==> src/rtl/serial_subtractor.sv <==
// Bit-serial LSB-first subtractor: diff = a - b - bin over WIDTH clocks using
// one full-subtractor cell, a borrow flop and a start/done handshake.
module serial_subtractor #(
    parameter int WIDTH = 4
) (
    input  logic             clk,
    input  logic             rst_n,
    input  logic             start,
    input  logic [WIDTH-1:0] a,
    input  logic [WIDTH-1:0] b,
    input  logic             bin,
    output logic             ready,
    output logic             busy,
    output logic             done,
    output logic [WIDTH-1:0] diff,
    output logic             bout
);

    localparam int CNT_W = (WIDTH > 2) ? $clog2(WIDTH) : 1;
    localparam logic [CNT_W-1:0] LAST_BIT = CNT_W'(WIDTH - 1);

    typedef enum logic [1:0] {
        ST_IDLE = 2'd0,
        ST_RUN  = 2'd1,
        ST_DONE = 2'd2
    } state_t;

    state_t           state_q, state_d;
    logic [WIDTH-1:0] a_sh_q, a_sh_d;
    logic [WIDTH-1:0] b_sh_q, b_sh_d;
    logic [WIDTH-1:0] res_q, res_d;
    logic             brw_q, brw_d;
    logic [CNT_W-1:0] cnt_q, cnt_d;
    logic             ready_q, ready_d;
    logic             busy_q, busy_d;
    logic             done_q, done_d;
    logic [WIDTH-1:0] diff_q, diff_d;
    logic             bout_q, bout_d;
    logic [1:0]       fs_s;

    // Full-subtractor cell: returns {borrow_out, difference_bit}.
    function automatic logic [1:0] full_sub(input logic x, input logic y, input logic c);
        logic d_bit;
        logic b_out;
        d_bit = x ^ y ^ c;
        b_out = (~x & y) | (~(x ^ y) & c);
        return {b_out, d_bit};
    endfunction

    assign fs_s = full_sub(a_sh_q[0], b_sh_q[0], brw_q);

    // Next-state, datapath and registered-output computation.
    always_comb begin
        state_d = state_q;
        a_sh_d  = a_sh_q;
        b_sh_d  = b_sh_q;
        res_d   = res_q;
        brw_d   = brw_q;
        cnt_d   = cnt_q;
        diff_d  = diff_q;
        bout_d  = bout_q;
        case (state_q)
            ST_IDLE, ST_DONE: begin
                if (start) begin
                    a_sh_d  = a;
                    b_sh_d  = b;
                    brw_d   = bin;
                    cnt_d   = '0;
                    state_d = ST_RUN;
                end else begin
                    state_d = ST_IDLE;
                end
            end
            ST_RUN: begin
                a_sh_d = {1'b0, a_sh_q[WIDTH-1:1]};
                b_sh_d = {1'b0, b_sh_q[WIDTH-1:1]};
                res_d  = {fs_s[0], res_q[WIDTH-1:1]};
                brw_d  = fs_s[1];
                cnt_d  = cnt_q + CNT_W'(1);
                // Publish only once the final bit lands so partial results stay hidden.
                if (cnt_q == LAST_BIT) begin
                    diff_d  = {fs_s[0], res_q[WIDTH-1:1]};
                    bout_d  = fs_s[1];
                    state_d = ST_DONE;
                end else begin
                    state_d = ST_RUN;
                end
            end
            default: begin
                state_d = ST_IDLE;
            end
        endcase
        ready_d = (state_d != ST_RUN);
        busy_d  = (state_d == ST_RUN);
        done_d  = (state_q == ST_RUN) && (state_d == ST_DONE);
    end

    // State, datapath and output registers with synchronous active-low reset.
    always_ff @(posedge clk) begin
        if (!rst_n) begin
            state_q <= ST_IDLE;
            a_sh_q  <= '0;
            b_sh_q  <= '0;
            res_q   <= '0;
            brw_q   <= 1'b0;
            cnt_q   <= '0;
            ready_q <= 1'b1;
            busy_q  <= 1'b0;
            done_q  <= 1'b0;
            diff_q  <= '0;
            bout_q  <= 1'b0;
        end else begin
            state_q <= state_d;
            a_sh_q  <= a_sh_d;
            b_sh_q  <= b_sh_d;
            res_q   <= res_d;
            brw_q   <= brw_d;
            cnt_q   <= cnt_d;
            ready_q <= ready_d;
            busy_q  <= busy_d;
            done_q  <= done_d;
            diff_q  <= diff_d;
            bout_q  <= bout_d;
        end
    end

    assign ready = ready_q;
    assign busy  = busy_q;
    assign done  = done_q;
    assign diff  = diff_q;
    assign bout  = bout_q;

endmodule
==> config.mk <==
export PLATFORM = sky130hd
export DESIGN_NAME = serial_subtractor
export DESIGN_NICKNAME = d
export VERILOG_FILES = /design/src/rtl/serial_subtractor.sv
export SDC_FILE = /design/constraint.sdc
export NUM_CORES = 1
export LEC_CHECK = 0
export CAP_MARGIN = 10
export CORE_MARGIN = 8
export CORE_UTILIZATION = 31
export CTS_BUF_LIST = sky130_fd_sc_hd__clkbuf_8
export DETAILED_ROUTE_END_ITERATION = 10
export PLACE_DENSITY = 0.54
export SYNTH_ARGS = -nofsm -noshare
export SYNTH_HDL_FRONTEND = slang
export SYNTH_SLANG_ARGS = --single-unit
==> constraint.sdc <==
create_clock -name clk -period 1.05 [get_ports clk]
set_input_delay 0.21 -clock clk [delete_from_list [all_inputs] [get_ports clk]]
set_output_delay 0.21 -clock clk [all_outputs]
set_load 0.01 [all_outputs]
# Word level (Yosys, flattened, before mapping)
# Cells that the tools add are included.
# totals
wordCells	43
register_bits	25
# op_classes
bitwise	7
reduce_logical	6
add_sub_neg	1
muxes	11
n_eq_ne	7
# op_table
op	n
one-hot mux 4 bit (2 select lines)	2
2-to-1 mux 4 bit	2
one-hot mux 2 bit (2 select lines)	2
== test 2 bit (second input constant)	3
== test 2 x 1 -> 1 bit (second input constant)	2
2-to-1 mux 2 bit	2
AND reduction 2 bit	2
adder 2 x 1 -> 2 bit (second input constant)	1
bitwise AND 1 bit	2
zero test 2 bit	1
2-to-1 mux 1 bit	2
inequality test 2 x 1 -> 1 bit (second input constant)	1
inequality test 2 bit (second input constant)	1
NOT 1 bit	2
one-hot mux 1 bit (2 select lines)	1
nonzero test 2 bit	1
OR reduction 2 bit	1
XOR 1 bit	2
logical AND 1 bit	1
OR 1 bit	1

# Logic depth before layout (Yosys ltp)
# logic_depth
ltp_word	5
ltp_mapped	5
mapped_depth_nobuf	4

# Worst setup path after synthesis
# OpenSTA, ideal clock, no wires.
# synth_path
path_type	register -> register
from	register cnt_q[0]
to	register bout_q (netlist: bout)
period_less_slack_ns	1.143
t_required_ns	0.918
setup_time_ns	0.132
path_buffers	1
path_slack_ns	-0.093
arrival_time_ns	1.011
stages_incl_launch_ff	6
path_cell_list	dfxtp_1 -> ha_1 -> clkbuf_1 -> nand3b_1 -> nand2_1 -> a21oi_1
# synth_via
elab_chain_len	2
# synth_lines
element	line	source
start, declared	33	logic [CNT_W-1:0] cnt_q, cnt_d;
start signal, assigned	118	cnt_q <= cnt_d;
== test 2 bit	81	if (cnt_q == LAST_BIT) begin
AND reduction 2 bit (no source line)	-	
end signal, assigned	123	bout_q <= bout_d;
end, declared	38	logic bout_q, bout_d;
# Every way passes these cells.
# A chain may end at the register's enable or synchronous reset.

# Worst setup path after layout
# layout_path
from	register a_sh_q[0]
to	register diff_q[3] (netlist: diff[3])
# layout_via
elab_chain_len	2
# layout_lines
element	line	source
start, declared	29	logic [WIDTH-1:0] a_sh_q, a_sh_d;
start signal, assigned	114	a_sh_q <= a_sh_d;
XOR 1 bit (2 in a row)	45	d_bit = x ^ y ^ c;
end signal, assigned	122	diff_q <= diff_d;
end, declared	37	logic [WIDTH-1:0] diff_q, diff_d;
# Every way passes these cells.

==> metrics.txt <==
global-route wire length before repair=3.636 mm; Yosys top cell area share=51.61%; max-slew violations=0; hold path startpoint=start; CTS max path bufs=2; wire per inst=13.96 µm; grt total ovfl=0; clk_skew=0.0007562 ns; Cell Area, Placed=1215 µm²; HPWL after DPL=1.409 mm; Die X=70.80 µm; crit path DAT=1.28 ns; CTS sink cnt=24; Synth Register Bits=24; Pre-Repair DR Iteration Count=3; nets=149; worst-margin pin slew=0.2278 ns; Final min period=1.103 ns; total negative slack=-0.1817 ns; crit-path max FO=2; endpoint class of the critical path=flop; Syn Area/Cell=9.217 µm²; Worst Hold Endpoint=a_sh_q[0]$_SDFFE_PN0P_; Diodes inserted=0; HP Class=input pin to flop; cell area after synthesis=930.9 µm²; Async SR Flop Fraction=0%; # IOs=20; Via Count=817; reg2reg setup slack=-0.05 ns; die area=5013 µm²; Synth cell types=25; gr usage total=8.995%; total CTS buffers=3; RR Startpoint=a_sh_q[0]$_SDFFE_PN0P_; CTS tree=yes; FF-to-FF path depth=3; P_leak=0.5549 nW; critical path required time=1.23 ns; critical path class=flop to flop; Hold Vio Cnt, Final=0; cell with the most instances after synthesis=dfxtp_1; endpoints failing setup=7; GPL Wtd Cong=0.6732; status=finished with violations; # fillers=296; Root Buffer=clkbuf_8; Starting Density=31.53%; Rows=20; clk slew on worst S/H paths=0.08 ns; Hold Crit Depth=3; final worst setup slack=-0.05335 ns; share of cells above drive strength 1=44.03%; RR Endpoint=diff[3]$_SDFFE_PN0P_; Core Region=2953 µm²; Max transition margin=84.77%; Final Cell Area=1451 µm²; Max Clk Rate=906.3 MHz; maxcap violations=0; later-pin clock latency in the skew report=0.26 ns; drt initial violations=23; Residual DRC=0; post-synth top area cell=dfxtp_1; vias in the first global route=821; Worst VDD drop=609.8 µV; port bufs=19; Synth Warn #=0; EDFF count, synth=0; RSZ-0062 raised after global routing=yes; pwr/cell area=1391 nW/µm²; Mapped Nets=115; P&R area growth vs syn=55.91%; CP startpoint kind=flop; antenna-violating nets left=0; Post-synth top cells=24 x dfxtp_1, 12 x nor3_1, 11 x a21oi_1, 11 x nand2_1, 8 x nand3_1; htree depth=1; chip height=70.80 µm; top cells by area, synth=dfxtp_1 52%, nor3_1 6.5%, a21oi_1 5.9%; register area share after synthesis=51.61%; failing checks=negative setup slack; largest net degree at the start of global routing=21; final WL=2.331 mm; routed vias/inst=4.892; Final period util=105.1%; Synth Flop Type=dfxtp_1; Mapped Cells=101; antenna violations before repair=0
[layout by cell type (no fill, tap or decap), drive strengths merged]
cell           synthesis  routed
a211oi                 1       1
a21oi                 11      11
a311oi                 1       1
a31oi                  1       1
and2b                  1       1
buf                    5      19
clkbuf                 3       6
clkdlybuf4s15          0       4
clkdlybuf4s50          0      10
dfxtp                 24      24
dlymetal6s2s           0       1
fa                     1       1
ha                     1       1
inv                    2       2
nand2                 11      11
nand2b                 2       2
nand3                  8       8
nand3b                 1       1
nor2                   4       4
nor2b                  1       1
nor3                  12      12
o21a                   2       2
o21ai                  1       1
o221ai                 1       1
o22ai                  6       6
or2b                   1       2
[sequential cells by signal, summed over array words and instances (netlist names)]
| register | flops |
|---|---|
| done | 1 |
| ready | 1 |
| busy | 1 |
| b_sh_q | 4 |
| brw_q | 1 |
| cnt_q | 2 |
| res_q | 3 |
| bout | 1 |
| a_sh_q | 4 |
| diff | 4 |
| state_q | 2 |
[per-layer routing]
metal	global-route usage (%)	routed length (µm)
met4	4.157	14
met1	10.07	1054
met2	14.83	1153
met5	0	0
met3	3.249	109
[cell type report]
class | instances | area (µm²) | share of cell area [%]
Tap cell | 33 | 41.29 | 2.845
Timing Repair Buffer | 36 | 342.8 | 23.62
Inverter | 2 | 7.507 | 0.5172
Multi-Input combinational cell | 68 | 509.2 | 35.09
Sequential cell | 24 | 495.5 | 34.14
Clock buffer | 4 | 55.05 | 3.793
[cells by family after synthesis]
| logic type | share of synthesized area [%] |
|---|---|
| AO/OA/AOI/OAI | 15.46 |
| adder cells (fa/ha/maj) | 3.494 |
| buffers and inverters | 6.989 |
| flip-flops | 51.61 |
| AND/OR/NAND/NOR | 22.45 |
[timing repair]
item / in CTS / in global routing
pin swaps: 3 / 12
cloned: 1 / 0
resized for setup: 37 / 27
hold buffers: 0 / 0
endpoints found under the setup margin: 32 / 24
buffers inserted: 2 / 4
[metrics by stage]
stage	std cells	power (mW)	hold WS, ns	worst slack, ns	utilization, %
2_1_floorplan	101	1.195	0.2862	-0.06463	-
3_3_place_gp	156	1.310	0.4449	-0.3460	41.14
3_5_place_dp	156	1.314	0.4535	-0.3465	41.14
4_1_cts	163	1.975	0.4657	-0.04219	45.76
5_1_grt	167	2.134	0.4095	-0.1036	49.15
6_report	167	2.018	0.3960	-0.05335	49.15
[critical path: stages (launching register included)]
cell and delay (ns):
dfxtp_2 0.32, inv_2 0.06, fa_2 0.44, a311oi_1 0.20
[worst max path at each step]
stage                                   to  slack (ns)  cells after the start              startpoint
floorplan             diff[3]$_SDFFE_PN0P_       -0.06                      2      brw_q$_SDFFE_PN0P_
global placement    a_sh_q[0]$_SDFFE_PN0P_       -0.35                      4                   start
detailed placement  a_sh_q[0]$_SDFFE_PN0P_       -0.35                      4                   start
CTS                   diff[3]$_SDFFE_PN0P_       -0.04                      3  a_sh_q[0]$_SDFFE_PN0P_
global route        b_sh_q[2]$_SDFFE_PN0P_       -0.10                      4   state_q[0]$_SDFF_PN0_
finish                diff[3]$_SDFFE_PN0P_       -0.05                      3  a_sh_q[0]$_SDFFE_PN0P_
[power by group]
group          internal (mW)  switching [mW]  leakage, nW
Clock                  0.334           0.277       0.0288
Combinational          0.224           0.172        0.325
Sequential             0.967          0.0441        0.201
Total                   1.53           0.493        0.555
Note: power is estimated with default switching activity, not from simulation.
